[src/rtl/mm_job_sched_if.sv]
// mm_job_sched_if: command handshake carrying one matmul job (M1, M2, M3)
interface mm_job_sched_if #(
    parameter int MATRIXSIZE_W = 16
);
    logic                    cmd_valid;
    logic                    cmd_ready;
    logic [MATRIXSIZE_W-1:0] cmd_M1;
    logic [MATRIXSIZE_W-1:0] cmd_M2;
    logic [MATRIXSIZE_W-1:0] cmd_M3;
    modport master (output cmd_valid, cmd_M1, cmd_M2, cmd_M3, input cmd_ready);
    modport slave (input cmd_valid, cmd_M1, cmd_M2, cmd_M3, output cmd_ready);
endinterface

[src/rtl/mm_job_sched.sv]
// mm_job_sched: validates a matmul job, derives tile bounds, gates the array controller and reports done/err
module mm_job_sched #(
    parameter int N1           = 4,
    parameter int N2           = 4,
    parameter int MATRIXSIZE_W = 16,
    parameter int DRAIN_CYC    = 8,
    parameter int TIMEOUT      = 65535
) (
    input  logic                    clk,
    input  logic                    rst,
    mm_job_sched_if.slave           cmd,
    input  logic                    abort,
    input  logic                    last_init,
    output logic                    ctl_rst,
    output logic [MATRIXSIZE_W-1:0] M2,
    output logic [MATRIXSIZE_W-1:0] M1dN1,
    output logic [MATRIXSIZE_W-1:0] M3dN2,
    output logic [MATRIXSIZE_W-1:0] M1xM3dN1xN2,
    output logic [MATRIXSIZE_W-1:0] patch_cnt,
    output logic                    busy,
    output logic                    done,
    output logic                    err,
    output logic [2:0]              err_code
);
    localparam int W    = MATRIXSIZE_W;
    localparam int L1   = $clog2(N1);
    localparam int L2   = $clog2(N2);
    localparam int WD_W = $clog2(TIMEOUT + 1);
    localparam int DR_W = $clog2(DRAIN_CYC + 1);

    typedef enum logic [2:0] {S_IDLE, S_CHECK, S_MULT, S_RUN, S_DRAIN, S_DONE, S_ERR} state_t;

    state_t          r_state;
    state_t          w_next;
    logic [2:0]      w_code;
    logic [W-1:0]    r_m1;
    logic [W-1:0]    r_m2;
    logic [W-1:0]    r_m3;
    logic [WD_W-1:0] r_wd;
    logic [DR_W-1:0] r_drain;
    logic [2*W-1:0]  w_prod;
    logic [W-1:0]    w_cnt_inc;
    logic            w_bad_dim;
    logic            w_bad_div;

    assign w_prod    = {{W{1'b0}}, M1dN1} * {{W{1'b0}}, M3dN2};
    assign w_cnt_inc = patch_cnt + W'(1);
    assign w_bad_dim = (r_m1 == '0) || (r_m2 < W'(2)) || (r_m3 == '0);
    assign w_bad_div = ((r_m1 & W'(N1 - 1)) != '0) || ((r_m3 & W'(N2 - 1)) != '0);

    // state register
    always_ff @(posedge clk) begin
        if (rst) r_state <= S_IDLE;
        else     r_state <= w_next;
    end

    // next state and error code; abort overrides every other exit from an active state
    always_comb begin
        w_next = r_state;
        w_code = 3'd0;
        case (r_state)
            S_IDLE:  w_next = cmd.cmd_valid ? S_CHECK : S_IDLE;
            S_CHECK: begin
                if (abort)          begin w_next = S_ERR; w_code = 3'd5; end
                else if (w_bad_dim) begin w_next = S_ERR; w_code = 3'd1; end
                else if (w_bad_div) begin w_next = S_ERR; w_code = 3'd2; end
                else                      w_next = S_MULT;
            end
            S_MULT: begin
                if (abort)                      begin w_next = S_ERR; w_code = 3'd5; end
                else if (w_prod[2*W-1:W] != '0) begin w_next = S_ERR; w_code = 3'd3; end
                else                                  w_next = S_RUN;
            end
            S_RUN: begin
                if (abort)                                       begin w_next = S_ERR; w_code = 3'd5; end
                else if (last_init && w_cnt_inc == M1xM3dN1xN2)        w_next = S_DRAIN;
                else if (!last_init && r_wd == WD_W'(TIMEOUT - 1)) begin w_next = S_ERR; w_code = 3'd4; end
            end
            S_DRAIN: begin
                if (abort)                                begin w_next = S_ERR; w_code = 3'd5; end
                else if (r_drain == DR_W'(DRAIN_CYC - 1))       w_next = S_DONE;
            end
            S_DONE:  w_next = S_IDLE;
            S_ERR:   w_next = S_IDLE;
            default: w_next = S_IDLE;
        endcase
    end

    // handshake and busy decode straight from the state register
    always_comb begin
        cmd.cmd_ready = (r_state == S_IDLE) && !rst;
        busy          = r_state != S_IDLE;
    end

    // job datapath, counters and registered status outputs
    always_ff @(posedge clk) begin
        if (rst) begin
            r_m1        <= '0;
            r_m2        <= '0;
            r_m3        <= '0;
            M2          <= '0;
            M1dN1       <= '0;
            M3dN2       <= '0;
            M1xM3dN1xN2 <= '0;
            patch_cnt   <= '0;
            r_wd        <= '0;
            r_drain     <= '0;
            ctl_rst     <= 1'b1;
            done        <= 1'b0;
            err         <= 1'b0;
            err_code    <= 3'd0;
        end else begin
            if (r_state == S_IDLE && cmd.cmd_valid) begin
                r_m1      <= cmd.cmd_M1;
                r_m2      <= cmd.cmd_M2;
                r_m3      <= cmd.cmd_M3;
                patch_cnt <= '0;
            end
            if (r_state == S_CHECK && w_next == S_MULT) begin
                M2    <= r_m2;
                M1dN1 <= r_m1 >> L1;
                M3dN2 <= r_m3 >> L2;
            end
            if (r_state == S_MULT && w_next == S_RUN) M1xM3dN1xN2 <= w_prod[W-1:0];
            if (r_state == S_RUN && !abort && last_init && patch_cnt != M1xM3dN1xN2) patch_cnt <= w_cnt_inc;
            r_wd     <= (r_state == S_RUN && !last_init) ? r_wd + WD_W'(1) : '0;
            r_drain  <= (r_state == S_DRAIN) ? r_drain + DR_W'(1) : '0;
            ctl_rst  <= !(w_next == S_RUN || w_next == S_DRAIN);
            done     <= w_next == S_DONE;
            err      <= w_next == S_ERR;
            err_code <= (w_next == S_ERR) ? w_code : 3'd0;
        end
    end
endmodule

[src/flat_wrapper.sv]
// flat-port wrapper written by rule: the top's interface ports become plain ports
module mm_job_sched_flat 
#(
    parameter int N1           = 4,
    parameter int N2           = 4,
    parameter int MATRIXSIZE_W = 16,
    parameter int DRAIN_CYC    = 8,
    parameter int TIMEOUT      = 65535
)
  (clk, rst, abort, last_init, ctl_rst, M2, M1dN1, M3dN2, M1xM3dN1xN2, patch_cnt, busy, done, err, err_code, cmd_cmd_valid, cmd_cmd_M1, cmd_cmd_M2, cmd_cmd_M3, cmd_cmd_ready);
  mm_job_sched_if #(.MATRIXSIZE_W(MATRIXSIZE_W)) cmd_i ();
  input  logic clk;
  input  logic rst;
  input  logic abort;
  input  logic last_init;
  output logic ctl_rst;
  output logic [MATRIXSIZE_W-1:0] M2;
  output logic [MATRIXSIZE_W-1:0] M1dN1;
  output logic [MATRIXSIZE_W-1:0] M3dN2;
  output logic [MATRIXSIZE_W-1:0] M1xM3dN1xN2;
  output logic [MATRIXSIZE_W-1:0] patch_cnt;
  output logic busy;
  output logic done;
  output logic err;
  output logic [2:0] err_code;
  input wire logic [$bits(cmd_i.cmd_valid)-1:0] cmd_cmd_valid;
  input wire logic [$bits(cmd_i.cmd_M1)-1:0] cmd_cmd_M1;
  input wire logic [$bits(cmd_i.cmd_M2)-1:0] cmd_cmd_M2;
  input wire logic [$bits(cmd_i.cmd_M3)-1:0] cmd_cmd_M3;
  output wire logic [$bits(cmd_i.cmd_ready)-1:0] cmd_cmd_ready;
  assign cmd_i.cmd_valid = cmd_cmd_valid;
  assign cmd_i.cmd_M1 = cmd_cmd_M1;
  assign cmd_i.cmd_M2 = cmd_cmd_M2;
  assign cmd_i.cmd_M3 = cmd_cmd_M3;
  assign cmd_cmd_ready = cmd_i.cmd_ready;
  mm_job_sched #(.N1(N1), .N2(N2), .MATRIXSIZE_W(MATRIXSIZE_W), .DRAIN_CYC(DRAIN_CYC), .TIMEOUT(TIMEOUT)) u_core (.clk(clk), .rst(rst), .cmd(cmd_i), .abort(abort), .last_init(last_init), .ctl_rst(ctl_rst), .M2(M2), .M1dN1(M1dN1), .M3dN2(M3dN2), .M1xM3dN1xN2(M1xM3dN1xN2), .patch_cnt(patch_cnt), .busy(busy), .done(done), .err(err), .err_code(err_code));
endmodule
[config.mk]
export PLATFORM = sky130hd
export DESIGN_NAME = mm_job_sched_flat
export DESIGN_NICKNAME = d
export VERILOG_FILES = /design/src/rtl/mm_job_sched_if.sv /design/src/rtl/mm_job_sched.sv /design/src/flat_wrapper.sv
export SDC_FILE = /design/constraint.sdc
export NUM_CORES = 1
export LEC_CHECK = 0
export ABC_CLOCK_PERIOD_IN_PS = 10200
export CORE_MARGIN = 1
export CORE_UTILIZATION = 50
export CTS_BUF_LIST = sky130_fd_sc_hd__clkbuf_2 sky130_fd_sc_hd__clkbuf_4 sky130_fd_sc_hd__clkbuf_8
export CTS_CLUSTER_SIZE = 10
export DETAILED_ROUTE_END_ITERATION = 7
export HOLD_SLACK_MARGIN = 0.03
export PLACE_DENSITY = 0.69
export SYNTH_ARGS = -nofsm -noshare
export SYNTH_HDL_FRONTEND = slang
export SYNTH_SLANG_ARGS = --single-unit
[constraint.sdc]
create_clock -name clk -period 10.2 [get_ports clk]
set_clock_uncertainty 0.2 [all_clocks]
set_input_delay 2.04 -clock clk [delete_from_list [all_inputs] [get_ports clk]]
set_output_delay 2.04 -clock clk [all_outputs]
set_load 0.03 [all_outputs]
==> flow_metrics.env, run 1 <==
export IMPL_status="finished, final reports clean"
export IMPL_core_area_mm2=0.0262
export IMPL_cp_cell_sequence="nand2_1 -> fa_1 -> inv_1 -> fa_1 -> inv_1 -> fa_1 -> inv_1 -> fa_1 -> fa_1 -> inv_1 -> fa_1 -> inv_1 -> ha_1 -> nand4_1 -> or3_1 -> o22ai_1 -> o21a_1 -> o2111a_1 -> nand4_1 -> or3b_1 -> buf_4 -> and2_4 -> a2111oi_4"
export IMPL_power_leakage_nw=6.40
export IMPL_final_cells=2046
export IMPL_clk_latency_ns=0.45
export IMPL_hold_depth=2
export IMPL_drc_errors=0
export IMPL_die_w_um=166
export IMPL_place_detailed_hpwl_mm=27.0
export IMPL_htree_levels=4
export IMPL_fin_area_mm2=0.0152
export IMPL_cp_top_family="adder cells"
export IMPL_final_core_util_pct=58.1
export IMPL_die_area_mm2=0.0275
export IMPL_cts_buffers=17
export IMPL_place_area_mm2=0.0148
export IMPL_ff2ff_setup_slack_ns=2.58
export IMPL_die_y_um=166
export IMPL_rr_endpoint="u_core.done$_SDFF_PP0_"
export IMPL_synth_ff_type="dfxtp_1"
export IMPL_via_per_inst=5.60
export IMPL_finalMaxSlewViolations=0
export IMPL_required_ns=10.35
export IMPL_critPathLaunchType="flip-flop"
export IMPL_hp_start="u_core.r_m1[14]$_SDFFE_PP0P_"
export IMPL_p_per_area_mw_per_mm2=104
export IMPL_min_to="u_core.M1dN1[12]$_SDFFE_PP0P_"
export IMPL_hold_violations=0
export IMPL_grt_pass1_wl_mm=58.8
export IMPL_synth_most_common_cell="nand2_1"
export IMPL_cts_hold_buf=0
export IMPL_final_nets=1988
export IMPL_cts_root_buf="clkbuf_8"
export IMPL_syn_area_mm2=0.0134
export IMPL_fin_crit_sh_pct=74.7
export IMPL_drtAntennaViolNets=0
export IMPL_synth_warnings=0
export IMPL_grt_max_degree=84
export IMPL_max_freq_mhz=131
export IMPL_fin_crit_ns=7.62
export IMPL_grt_pass1_vias=11300
export IMPL_synth_edf_count=0
export IMPL_fillers=2438
export IMPL_drtIter0Drc=777
export IMPL_hp_class="flip-flop to flip-flop"
export IMPL_cts_setup_buffers=0
export IMPL_yosysSeqAreaShare_pct=22.9
export IMPL_ir_worst_vdd_uv=110
export IMPL_port_buffers=136
export IMPL_syn_inst=1631
export IMPL_drive_gt1_share_pct=3.33
export IMPL_grt_usage_pct=26.7
export IMPL_ys_seq_elements=153
export IMPL_finalWirelength_mm=35.8
export IMPL_avgSynthCellArea_um2=8.21
export IMPL_cts_sinks=153
export IMPL_relSlewSlack_pct=31.9
export IMPL_grt_ovfl_total=0
export IMPL_cp_arrival_ns=7.77
export IMPL_yosysTopAreaCell="dfxtp_1"
export IMPL_first_pass_iters=5
export IMPL_synth_area_leaders="dfxtp_1, fa_1, nand2_1"
export IMPL_dp_cells=2014
export IMPL_drv_cap=0
export IMPL_path_clk_slew_ns=0.10
export IMPL_synthArstFlopShare_pct=0
export IMPL_rr_worst_depth=23
export IMPL_tns_ns=0
export IMPL_cp_slowest_cell="dfxtp_1"
export IMPL_cp_max_fo=19
export IMPL_synth_top_area_share_pct=22.9
export IMPL_antennaDiodeCount=0
export IMPL_num_rows=59
export IMPL_start_util_pct=51.1
export IMPL_path_class="flip-flop to flip-flop"
export IMPL_synth_commonest_cells="nand2_1, inv_1, dfxtp_1"
export IMPL_crit_buf_inv=6
export IMPL_area_delta_synth_final_pct=13.7
export IMPL_antenna_found_initial=0
export IMPL_cts_buffer_depth=2
export IMPL_end_kind="flip-flop"
export IMPL_wire_per_inst_um=17.5
export IMPL_setup_viol=0
export IMPL_ys_types=73
export IMPL_pin_count=141
export IMPL_rsz0062_at_grt="false"
export IMPL_cp_slowest_stage_delay_ns=0.74
export IMPL_finalPower_mw=1.59
export IMPL_cts_resized=0
export IMPL_gp_congestion=0.944
export IMPL_tritoncts="built"
export IMPL_place_ws_ns=2.62
export IMPL_dr_total_vias=11400
export IMPL_crit_path_frequent_cell="fa_1"
export IMPL_r2r_start="u_core.M3dN2[5]$_SDFFE_PP0P_"
export IMPL_timing_hold_ws_ns=0.255
export IMPL_tightest_slew_ns=1.02
export IMPL_setup_slack_ns=2.58
per-layer routing:
metal	global-route usage [%]	wire length [µm]
met2	44.1	16400
met4	9.26	1100
met3	6.00	2730
met1	34.5	15500
met5	0	0
cells in the final DEF (no fill, tap or decap), types with 9 or more instances in the layout:
cell	instances
clkdlybuf4s50_1	135
or3_1	14
xnor2_1	20
nand4_1	30
xor2_1	31
nor2_1	72
dfxtp_1	153
mux2i_1	18
and3_1	10
nor4_1	18
and2_1	98
nor3_1	16
ha_1	96
o21ai_0	28
clkbuf_8	17
o21a_1	9
a21oi_1	146
nand2_1	343
fa_1	141
a21o_1	11
inv_1	160
nand3_1	18
logic make-up (layout without fill, tap and decap cells):
family                     after synthesis  in the layout  synth area share, %
AOI/OAI and AO/OA                      259            259                 11.9
other                                    1              4               0.0280
and+or+nand+nor                        655            655                 22.8
adders and majority gates              237            237                 30.0
muxes                                   18             18                 1.34
buffers and inverters                  257            334                 7.63
xor gates and xnor gates                51             51                 3.33
DFF                                    153            153                 22.9
layout make-up:
type / instances / area (µm²) / area share (%)
multi-input cells: 1224 / 9330 / 61.2
flip-flops and latches: 153 / 3060 / 20.1
repair buffers: 142 / 1400 / 9.22
inverters: 160 / 601 / 3.94
well taps: 335 / 419 / 2.75
clock buffers: 17 / 234 / 1.54
clock inverters: 15 / 180 / 1.18
worst max path at each step:
stage / startpoint / to / slack [ns] / cells past startpoint
2_1_floorplan: u_core.M3dN2[5]$_SDFFE_PP0P_ / u_core.done$_SDFF_PP0_ / 3.06 / 25
3_5_place_dp: u_core.M1dN1[7]$_SDFFE_PP0P_ / u_core.done$_SDFF_PP0_ / 2.62 / 23
5_1_grt: u_core.M1dN1[7]$_SDFFE_PP0P_ / u_core.done$_SDFF_PP0_ / 2.24 / 23
6_report: u_core.M3dN2[5]$_SDFFE_PP0P_ / u_core.done$_SDFF_PP0_ / 2.58 / 23
3_3_place_gp: u_core.M3dN2[6]$_SDFFE_PP0P_ / u_core.done$_SDFF_PP0_ / 2.70 / 23
4_1_cts: u_core.M1dN1[7]$_SDFFE_PP0P_ / u_core.done$_SDFF_PP0_ / 2.59 / 23
where the power goes:
| part | switching, mW | internal, mW |
|---|---|---|
| combinational | 0.255 | 0.139 |
| sequential | 0.0645 | 0.654 |
| clock | 0.288 | 0.189 |
| total | 0.608 | 0.983 |
worst register-to-register path, delay by kind of cell (launching register included):
| kind | cells | cell delay, ns |
|---|---|---|
| fa+ha+maj | 7 | 3.60 |
| simple gates | 6 | 1.40 |
| compound gates | 4 | 1.06 |
| flops | 1 | 0.74 |
| buf+inv | 6 | 0.50 |
registers in the layout (all words and copies together) (netlist names):
name	count
u_core.ctl_rst	1
u_core.M1xM3dN1xN2	16
u_core.r_m1	16
u_core.M2	16
u_core.done	1
u_core.r_wd	16
u_core.err_code	3
u_core.M1dN1	14
u_core.r_m3	16
u_core.r_state	3
u_core.err	1
u_core.r_m2	16
u_core.M3dN2	14
u_core.patch_cnt	16
u_core.r_drain	4
(Power assumes the default switching activity.)
==> run 2, diff against run 1 <==
--- a/config.mk
+++ b/config.mk
@@ -5,14 +5,14 @@
 export SDC_FILE = /design/constraint.sdc
 export NUM_CORES = 1
 export LEC_CHECK = 0
-export ABC_CLOCK_PERIOD_IN_PS = 10200
+export ABC_CLOCK_PERIOD_IN_PS = 6500
 export CORE_MARGIN = 1
 export CORE_UTILIZATION = 50
 export CTS_BUF_LIST = sky130_fd_sc_hd__clkbuf_2 sky130_fd_sc_hd__clkbuf_4 sky130_fd_sc_hd__clkbuf_8
 export CTS_CLUSTER_SIZE = 10
 export DETAILED_ROUTE_END_ITERATION = 7
 export HOLD_SLACK_MARGIN = 0.03
-export PLACE_DENSITY = 0.69
+export PLACE_DENSITY = 0.72
 export SYNTH_ARGS = -nofsm -noshare
 export SYNTH_HDL_FRONTEND = slang
 export SYNTH_SLANG_ARGS = --single-unit
==> constraint.sdc (replaced) <==
create_clock -name clk -period 6.5 [get_ports clk]
set_clock_uncertainty 0.2 [all_clocks]
set_input_delay 1.3 -clock clk [delete_from_list [all_inputs] [get_ports clk]]
set_output_delay 1.3 -clock clk [all_outputs]
set_load 0.03 [all_outputs]
==> run 2 against run 1 <==
Net effect: the run now ends with setup timing left; utilization up 5.9 points; total power is 63% higher; fmax up 15%; largest cell class unchanged; clock-buffer cell count grew 1; final area grew 10%; largest power group unchanged; final cell count rose by 6.7%; combinational power up 77%; register-to-register slack got worse by 2.7 ns; clock power rose by 64%; setup slack got worse by 2.7 ns; worst hold slack hardly changed.
==> flow_metrics.env, run 2 (synthesis gave the netlist of run 1 again) <==
export IMPL_status="complete, but fails checks"
export IMPL_violations="setup timing"
export IMPL_ir_worst_vdd_uv=342
export IMPL_fillers=2244
export IMPL_grt_pass1_wl_mm=62.9
export IMPL_fin_crit_ns=6.60
export IMPL_relSlewSlack_pct=30.1
export IMPL_hp_class="flip-flop to flip-flop"
export IMPL_final_common_cell="nand2_1"
export IMPL_required_ns=6.66
export IMPL_place_area_mm2=0.0159
export IMPL_layout_common_cells="nand2_1, inv_1, fa_1"
export IMPL_cts_sinks=153
export IMPL_timing_hold_ws_ns=0.255
export IMPL_hold_depth=1
export IMPL_tns_ns=-1.18
export IMPL_end_kind="flip-flop"
export IMPL_register_area_mm2=0.00314
export IMPL_p_per_area_mw_per_mm2=154
export IMPL_grt_ovfl_total=0
export IMPL_gp_congestion=0.975
export IMPL_tritoncts="built"
export IMPL_tightest_slew_ns=1.05
export IMPL_grt_max_degree=98
export IMPL_setup_viol=23
export IMPL_cts_buffer_depth=2
export IMPL_port_buffers=136
export IMPL_grt_pass1_vias=12300
export IMPL_drc_errors=0
export IMPL_startpoint="u_core.M1dN1[8]$_SDFFE_PP0P_"
export IMPL_start_util_pct=51.1
export IMPL_multi_input_area_mm2=0.00964
export IMPL_drtAntennaViolNets=0
export IMPL_num_rows=59
export IMPL_cp_arrival_ns=6.77
export IMPL_hp_start="u_core.r_drain[0]$_SDFF_PP0_"
export IMPL_power_leakage_nw=7.19
export IMPL_rsz0062_at_grt="true"
export IMPL_cts_buffers=17
export IMPL_clk_latency_ns=0.47
export IMPL_drive_gt1_share_pct=15.1
export IMPL_place_detailed_hpwl_mm=29.5
export IMPL_area_delta_synth_final_pct=25.2
export IMPL_path_clk_slew_ns=0.10
export IMPL_cp_max_fo=6
export IMPL_r2r_start="u_core.M1dN1[8]$_SDFFE_PP0P_"
export IMPL_grt_usage_pct=28.7
export IMPL_die_w_um=166
export IMPL_fin_crit_sh_pct=102
export IMPL_max_freq_mhz=151
export IMPL_finalWirelength_mm=38.5
export IMPL_die_area_mm2=0.0275
export IMPL_via_per_inst=5.50
export IMPL_drv_cap=0
export IMPL_first_pass_iters=7
export IMPL_dr_total_vias=12000
export IMPL_path_class="flip-flop to flip-flop"
export IMPL_pin_count=141
export IMPL_hold_violations=0
export IMPL_core_area_mm2=0.0262
export IMPL_antennaDiodeCount=0
export IMPL_drtIter0Drc=817
export IMPL_wire_per_inst_um=17.6
export IMPL_rr_worst_depth=22
export IMPL_fin_area_mm2=0.0168
export IMPL_cts_root_buf="clkbuf_8"
export IMPL_antenna_found_initial=0
export IMPL_setup_slack_ns=-0.104
export IMPL_finalMaxSlewViolations=0
export IMPL_place_ws_ns=-0.247
export IMPL_critPathLaunchType="flip-flop"
export IMPL_final_nets=2125
export IMPL_htree_levels=4
export IMPL_die_y_um=166
-- run 2: cell types whose count changed in the layout (fill, tap and decap cells not counted), sizes merged --
cell	before	now
buf	7	144
bufinv	0	2
clkbuf	17	18
clkinv	8	3
inv	166	168
-- run 2: per-layer routing --
metal,wire length [µm],track usage [%],vias up,part of all wire (%)
met3,2780,5.50,68,7.2
met2,18400,48.1,437,48
li1,-,-,5723,-
met4,975,9.31,0,2.5
met5,0,0,-,0
met1,16400,37.2,5778,43
-- run 2: worst paths after layout --
kind / endpoint / slack, ns
max reg2reg: u_core.done$_SDFF_PP0_ / -0.10
min: u_core.r_drain[0]$_SDFF_PP0_ / 0.26
max: u_core.done$_SDFF_PP0_ / -0.10
min reg2reg: u_core.r_drain[0]$_SDFF_PP0_ / 0.26
-- run 2: report_power, final --
group	internal [mW]	total [mW]	switching, mW	leakage (nW)
clock network	0.362	0.783	0.421	0.210
registers	1.02	1.11	0.0893	1.26
logic	0.261	0.696	0.435	5.72
total	1.64	2.59	0.945	7.19
-- run 2: stage by stage --
| step | power, mW | util (%) | std cells |
|---|---|---|---|
| 3_5_place_dp | 1.80 | 60.7 | 2137 |
| 4_1_cts | 2.59 | 63.0 | 2178 |
| 2_1_floorplan | 1.57 | - | 1634 |
| 6_report | 2.59 | 64.0 | 2183 |
| 5_1_grt | 2.72 | 64.0 | 2183 |
| 3_3_place_gp | 1.79 | 60.7 | 2137 |
-- run 2: repair_timing --
| action | CTS | global route |
|---|---|---|
| setup endpoints to repair | 24 | 24 |
| gates resized for setup | 28 | 49 |
| setup buffers | 9 | 6 |
| hold buffers | 0 | 0 |
| pin swaps | 3 | 14 |
-- run 2: area by class of cell --
class	instances	area share [%]
inverters	160	3.58
flip-flops and latches	153	18.7
repair buffers	279	15.2
well taps	335	2.50
clock buffers	18	1.44
multi-input cells	1224	57.5
clock inverters	14	1.05
-- run 2: critical path, stage by stage (launching register included) --
cell and delay, ns:
dfxtp_4 0.37, buf_6 0.13, and2_4 0.13, fa_1 0.52
inv_1 0.05, fa_1 0.48, inv_1 0.05, fa_1 0.46
fa_1 0.52, fa_1 0.52, inv_1 0.05, fa_1 0.53
inv_2 0.06, ha_4 0.23, nand4_1 0.16, nor2_4 0.08
a21bo_1 0.20, or4_4 0.51, a211oi_2 0.19, nand4_1 0.18
or3b_4 0.47, and2_4 0.20, a2111oi_4 0.22
